## src/rtl/rca_pkg.sv

```systemverilog
// Shared types and constants for the nibble-serial ripple-carry adder.
package rca_pkg;

  localparam int unsigned SLICE_W  = 4;
  localparam int unsigned SLICE_LG = 2;

  typedef enum logic [1:0] {
    IDLE = 2'd0,
    RUN  = 2'd1,
    DONE = 2'd2
  } state_t;

  // Step-index width: ceil(log2(nstep)), never narrower than one bit.
  function automatic int unsigned idx_width(input int unsigned nstep);
    return (nstep > 1) ? $clog2(nstep) : 1;
  endfunction

endpackage

```

## src/rtl/adder_slice4.sv

```systemverilog
// Purely combinational 4-bit ripple-carry adder built from 1-bit full adders.
module adder_slice4
  import rca_pkg::*;
(
  input  logic [SLICE_W-1:0] a,
  input  logic [SLICE_W-1:0] b,
  input  logic               cin,
  output logic [SLICE_W-1:0] s,
  output logic               cout
);

  logic [SLICE_W:0] c;

  assign c[0] = cin;

  // One full adder per bit; carry ripples upward.
  for (genvar i = 0; i < int'(SLICE_W); i++) begin : g_fa
    assign s[i]   = a[i] ^ b[i] ^ c[i];
    assign c[i+1] = (a[i] & b[i]) | (c[i] & (a[i] ^ b[i]));
  end

  assign cout = c[SLICE_W];

endmodule

```

## src/rtl/rca_seq_ctrl.sv

```systemverilog
// Wide adder that reuses one 4-bit slice, one nibble per cycle, LSB first.
module rca_seq_ctrl
  import rca_pkg::*;
#(
  parameter int unsigned WIDTH = 16
) (
  input  logic             clk,
  input  logic             rst,
  input  logic             in_valid,
  output logic             in_ready,
  input  logic [WIDTH-1:0] a,
  input  logic [WIDTH-1:0] b,
  input  logic             cin,
  output logic             out_valid,
  input  logic             out_ready,
  output logic [WIDTH-1:0] sum,
  output logic             cout,
  output logic             busy
);

  localparam int unsigned NSTEP = WIDTH / SLICE_W;
  localparam int unsigned IDX_W = idx_width(NSTEP);
  localparam int unsigned OFF_W = IDX_W + SLICE_LG;
  localparam logic [IDX_W-1:0] LAST_IDX = IDX_W'(NSTEP - 1);

  // Reject widths the slice cannot tile exactly.
  if ((WIDTH < SLICE_W) || ((WIDTH % SLICE_W) != 0)) begin : g_bad_width
    $error("rca_seq_ctrl: WIDTH must be a multiple of 4 and at least 4");
  end

  state_t state;
  state_t state_nxt;

  logic [WIDTH-1:0] a_reg;
  logic [WIDTH-1:0] b_reg;
  logic             carry;
  logic [IDX_W-1:0] idx;

  logic load_c;
  logic step_c;
  logic last_c;
  logic release_c;

  logic [OFF_W-1:0]   off_c;
  logic [WIDTH-1:0]   a_sh_c;
  logic [WIDTH-1:0]   b_sh_c;
  logic [SLICE_W-1:0] slice_s_c;
  logic               slice_cout_c;
  logic [WIDTH-1:0]   sum_merged_c;

  // Bit offset of the current nibble and the operand nibbles aligned to bit 0.
  assign off_c  = {idx, {SLICE_LG{1'b0}}};
  assign a_sh_c = a_reg >> off_c;
  assign b_sh_c = b_reg >> off_c;

  adder_slice4 u_slice (
    .a    (a_sh_c[SLICE_W-1:0]),
    .b    (b_sh_c[SLICE_W-1:0]),
    .cin  (carry),
    .s    (slice_s_c),
    .cout (slice_cout_c)
  );

  // Replace only the nibble being computed; other bits keep their old value.
  assign sum_merged_c = (sum & ~(WIDTH'({SLICE_W{1'b1}}) << off_c))
                      | (WIDTH'(slice_s_c) << off_c);

  assign in_ready = (state == IDLE);

  // State register.
  always_ff @(posedge clk) begin
    if (rst) begin
      state <= IDLE;
    end else begin
      state <= state_nxt;
    end
  end

  // Next-state decode and per-cycle control strobes.
  always_comb begin
    state_nxt = state;
    load_c    = 1'b0;
    step_c    = 1'b0;
    last_c    = 1'b0;
    release_c = 1'b0;
    case (state)
      IDLE: begin
        if (in_valid) begin
          load_c    = 1'b1;
          state_nxt = RUN;
        end
      end
      RUN: begin
        step_c = 1'b1;
        if (idx == LAST_IDX) begin
          last_c    = 1'b1;
          state_nxt = DONE;
        end
      end
      DONE: begin
        if (out_ready) begin
          release_c = 1'b1;
          state_nxt = IDLE;
        end
      end
      default: state_nxt = IDLE;
    endcase
  end

  // Operand capture on the accept handshake.
  always_ff @(posedge clk) begin
    if (rst) begin
      a_reg <= '0;
      b_reg <= '0;
    end else if (load_c) begin
      a_reg <= a;
      b_reg <= b;
    end
  end

  // Step index and inter-nibble carry; index holds at the last step.
  always_ff @(posedge clk) begin
    if (rst) begin
      idx   <= '0;
      carry <= 1'b0;
    end else if (load_c) begin
      idx   <= '0;
      carry <= cin;
    end else if (step_c) begin
      carry <= slice_cout_c;
      if (!last_c) begin
        idx <= idx + IDX_W'(1);
      end
    end
  end

  // Registered result, carry-out, valid and busy flags.
  always_ff @(posedge clk) begin
    if (rst) begin
      sum       <= '0;
      cout      <= 1'b0;
      out_valid <= 1'b0;
      busy      <= 1'b0;
    end else begin
      busy <= (state_nxt != IDLE);
      if (step_c) begin
        sum <= sum_merged_c;
      end
      if (last_c) begin
        cout      <= slice_cout_c;
        out_valid <= 1'b1;
      end else if (release_c) begin
        out_valid <= 1'b0;
      end
    end
  end

endmodule
```

## config.mk

```make
export PLATFORM = sky130hd
export DESIGN_NAME = rca_seq_ctrl
export DESIGN_NICKNAME = d
export VERILOG_FILES = /design/src/rtl/rca_pkg.sv /design/src/rtl/adder_slice4.sv /design/src/rtl/rca_seq_ctrl.sv
export SDC_FILE = /design/constraint.sdc
export NUM_CORES = 1
export LEC_CHECK = 0
export CAP_MARGIN = 20
export CORE_ASPECT_RATIO = 1.25
export CORE_MARGIN = 5
export CORE_UTILIZATION = 53
export DETAILED_ROUTE_END_ITERATION = 10
export GPL_TIMING_DRIVEN = 0
export PLACE_DENSITY = 0.85
export SYNTH_ARGS = -nofsm -noshare
export SYNTH_HDL_FRONTEND = slang
export SYNTH_SLANG_ARGS = --single-unit
```

## constraint.sdc

```tcl
create_clock -name clk -period 4.3 [get_ports clk]
set_input_delay 0.645 -clock clk [delete_from_list [all_inputs] [get_ports clk]]
set_output_delay 0.645 -clock clk [all_outputs]
set_load 0.005 [all_outputs]
```

; ---- Word-level counts from Yosys, hierarchy flattened
; Cells that the tools add are included.
[totals]
ff_bits = 56
input_bits = 37
output_inout_bits = 20
wordCells = 62
[op_classes]
n_addsub = 1
n_eq_ne = 3
n_shift = 4
mux = 15
n_bitwise = 24
reduce_logical = 6
[op_table]
columns = cell, count
row1 = $shr 16x4->4, 2
row2 = $and 16x16->16, 1
row3 = $not 16->16, 1
row4 = $or 16x16->16, 1
row5 = $shl 4x4->16, 1
row6 = $shl 4x4->16 const A, 1
row7 = $mux 1, 11
row8 = $and 1x1->1, 8
row9 = $xor 1x1->1, 8
row10 = $mux 2, 3
row11 = $pmux 2 s3, 1
row12 = $reduce_bool 2->1, 3
row13 = $eq 2x2->1 const B, 2
row14 = $or 1x1->1, 4
row15 = $add 2x1->2 const B, 1
row16 = $eq 2x1->1 const B, 1
row17 = $logic_not 2->1, 1
row18 = $reduce_and 2->1, 1
row19 = $reduce_or 2->1, 1
row20 = $not 1->1, 1

; ---- Logic depth before layout (Yosys ltp)
[depth]
word_depth = 12
mapped_depth = 10
ltp_nobuf = 9

; ---- By module
; A second synthesis with hierarchy kept.
[unflattened]
cells_unflattened = 262
area_unflattened_um2 = 2388.5
[modules_own_cells]
columns = module, instances, cells_per_inst, area_each_um2, seq_area_each_um2
row1 = rca_seq_ctrl, 1, 248, 2270.9, 1121.1
row2 = adder_slice4, 1, 14, 117.6, 0.0

; ---- Worst setup path after synthesis
; No wires, ideal clock.
[synth_timing]
kind = reg-to-reg
from = reg idx[0]
to = reg sum[11]
setup_time_ns = 0.128
t_arrival_ns = 2.541
required_ns = 4.172
setup_slack_ns = 1.632
path_stages_with_launch = 10
path_buffers = 1
period_less_slack_ns = 2.668
path_cell_list = dfxtp_1 -> buf_4 -> mux4_2 -> inv_1 -> fa_1 -> inv_1 -> fa_1 -> fa_1 -> a22oi_1 -> nor2_1
[synth_between]
elab_chain_len = 11
elab_cells_between_ends = 21
cone_classes = shift: 4 / bitwise: 17
[synth_lines]
columns = item, line
row1 = from (decl), rca_seq_ctrl.sv:37  ; logic [IDX_W-1:0] idx;
row2 = from (signal assigned), rca_seq_ctrl.sv:132  ; idx <= idx + IDX_W'(1);
row3 = "$shr 16x4->4, on equally long branches", "rca_seq_ctrl.sv:53, rca_seq_ctrl.sv:54"
row4 = $xor 1x1->1, adder_slice4.sv:19  ; assign c[i+1] = (a[i] & b[i]) | (c[i] & (a[i] ^ b[i]));
row5 = $and 1x1->1, adder_slice4.sv:19
row6 = $or 1x1->1, adder_slice4.sv:19
row7 = $and 1x1->1, adder_slice4.sv:19
row8 = $or 1x1->1, adder_slice4.sv:19
row9 = $and 1x1->1, adder_slice4.sv:19
row10 = $or 1x1->1, adder_slice4.sv:19
row11 = $xor 1x1->1, adder_slice4.sv:18  ; assign s[i] = a[i] ^ b[i] ^ c[i];
row12 = $shl 4x4->16, rca_seq_ctrl.sv:66  ; | (WIDTH'(slice_s_c) << off_c);
row13 = $or 16x16->16 (*), rca_seq_ctrl.sv:66
row14 = to (signal assigned), rca_seq_ctrl.sv:147  ; sum <= sum_merged_c;
row15 = to (decl), rca_seq_ctrl.sv:16  ; output logic [WIDTH-1:0] sum,
; Every way passes the cells marked *; elsewhere a longest branch is shown, timed or not.
; A chain may end at the register's enable or synchronous reset.

; ---- Worst setup path after layout
[layout_timing]
from = reg idx[0]
to = reg sum[15]
; The elaborated chain is that of the path after synthesis.

==> metrics <==
status=complete, no violations; Final Wtd Congestion=0.834; relative slew slack=between 60% and 70%; GR Overflow Total=0; # diodes=0; Port Buffers=55; via count=between 1500 and 2000; Post-CTS Resized=0; number of global-route vias before repair=1942; crit path DAT=3.18 ns; commonest non-fill, non-tap cell in the layout=nand2_1; Worst Path Required=4.49 ns; final total power=roughly 0.0011 W; Critical Path Max Stage Delay=0.56 ns; first-pass detailed-route iteration total=4; initial antenna violation count=0; largest net degree at the start of global routing=17; DIE WIDTH=around 70 µm; mean cell area of the mapped netlist=9.41 µm²; Fill cells=339; layout cells sized above 1=between 10% and 20%; leakage power=1.17 nW; maximum vdd drop=0.286 mV; fmax=approximately 330 MHz; RSZ-0062 raised after global routing=no; Final Slew Violations=0; hold endpoint=b_reg[14]; mapped cell area=2380 µm²; Critical Path Source Type=flip-flop; minimum clock period=2.99 ns; Reg2Reg Depth=9; die area=5940 µm²; Synth cell types=27; register area share after synthesis=47.1%; max-cap viol count=0; CP Capture Type=flip-flop; via/cell ratio=5.32; Clock Latency Late Sink=0.31 ns; hold_sp=b_reg[14]; global-route wire length before repair=8.91 mm; Buf/Inv on CP=3; Synth Net Count=298; Hold Vio Cnt, Final=0; CTS Sinks=56; hold crit path type=flip-flop to flip-flop; hold depth=2; critical-path cell list=buf_4 -> mux4_2 -> inv_1 -> fa_1 -> inv_1 -> fa_1 -> fa_1 -> a22oi_1 -> nor2_1; skew final=0.00913 ns; Seq. cell area=1120 µm²; CTS Root Cell=clkbuf_8; GRT Total Usage=18.8%; Fin Hold WS=0.461 ns; DP Wirelength=4.10 mm; fin crit share=69.5%; hold buffers post-CTS=0; Syn. warnings=0; I/O pin cnt=57; worst reg2reg startpoint=idx[0]; dpl cells=366; # DRC=0; area delta synth->final=30.7%; commonest non-fill, non-tap cells in the layout=nand2_1 (65), dfxtp_1 (56), clkdlybuf4s50_1 (55); Routed wire per std cell=14.3 µm; Finished Layout Cells=374; nets=360; class of the most critical setup path=flip-flop to flip-flop; Setup-failing EPs final=0; CTS clk-pin slew, worst paths=approximately 0.090 ns; FF-to-FF setup slack=1.31 ns; Core ar.=4390 µm²; CTS Buffer Depth=2; Initial DRC Count=123; Routed Wire Length=5.36 mm; CTS tree=yes; antenna-violating nets left=0; Row Count=27; most used cell, CP=fa_1; DIE HEIGHT=84.9 µm; Yosys reg bits=between 50 and 60; Num CTS Buffers=5; slowest CP cell=mux4_2; H-tree depth=2; Worst Max-Slew Pin Slew=approximately 0.56 ns; final setup TNS=0 ns; setup bufs post-CTS=0; worst-path fanout max=10; pwr dens=338 nW/µm²; Syn Inst Count=253; Initial Util=54.2%; Top Family by Delay on Critical Path=adder cells; RR Endpoint=sum[15]; area of the multi-input gates=1140 µm²
-- power breakdown --
part,switching [W],leakage [nW],total (W),internal (W)
combinational,0.0000744,0.656,0.000156,0.0000819
clock,0.000162,0.0552,0.000335,0.000173
sequential,0.0000160,0.457,0.000560,0.000544
total,0.000253,1.17,0.00105,0.000798
-- synthesized netlist by cell type (all sizes together) --
cell / count / share of area, %
nor3b: 2 / 1.1
a32o: 8 / 3.4
ha: 4 / 2.1
fa: 4 / 3.4
nor2: 17 / 2.7
dfxtp: 56 / 47
nor4b: 1 / 0.63
buf: 12 / 2.9
xnor2: 1 / 0.37
a22oi: 8 / 2.5
nand2: 65 / 10
o21bai: 1 / 0.32
mux4: 8 / 7.6
a211oi: 1 / 0.53
nand3b: 4 / 1.3
inv: 9 / 1.4
a2bb2oi: 1 / 0.37
mux2i: 3 / 1.3
or3b: 1 / 0.37
and4b: 1 / 0.42
clkbuf: 5 / 0.79
nand2b: 2 / 0.53
a21oi: 35 / 7.4
nor3: 2 / 0.42
and4bb: 2 / 1.1
-- final cells by class --
type	count	area share [%]
buffer	17	2.82
clock buffer	6	2.33
clock inverter	2	1.13
inverter	9	1.09
multi-input combinational	171	36.6
sequential	56	36.0
tap	58	2.33
timing repair buffer	55	17.7
-- worst reg2reg max path: stages (launching register included) --
cell and delay (ns):
dfxtp_1 0.54, buf_4 0.30, mux4_2 0.56, inv_1 0.11, fa_1 0.17, inv_1 0.05
fa_1 0.37, fa_1 0.52, a22oi_1 0.20, nor2_1 0.06
-- how the worst max path moves through the flow --
| stage | slack, ns | depth (start not counted) | from | to |
|---|---|---|---|---|
| final | 1.31 | 9 | idx[0] | sum[15] |
| after global routing | 1.08 | 9 | idx[0] | sum[11] |
| after detailed placement | 1.26 | 9 | idx[0] | sum[15] |
| after global placement | 1.34 | 9 | idx[0] | sum[11] |
| after floorplan | 1.63 | 9 | idx[0] | sum[11] |
| after CTS | 1.25 | 9 | idx[0] | sum[15] |
-- logic make-up after synthesis --
group                      synth area share (%)
AOI/OAI and AO/OA                          14.5
muxes                                      8.83
xor gates and xnor gates                  0.368
and+or+nand+nor                            18.7
adders and majority gates                  5.47
buffers and inverters                      5.10
DFF                                        47.1
-- per-layer routing --
layer	vias up	share of wire, %	global-route usage (%)
met5	-	0	0
met4	0	1.5	6.27
met3	5	5.9	4.62
met2	53	52	33.9
met1	938	41	21.5
li1	993	-	-
-- metrics by stage --
step,worst slack (ns),instance area (µm²),util (%)
floorplan,1.63,2380,-
global placement,1.34,3000,68.4
detailed placement,1.26,3000,68.4
CTS,1.25,3110,70.8
global route,1.08,3110,70.8
finish,1.31,3110,70.8
Power figures use the tool's default switching activity.
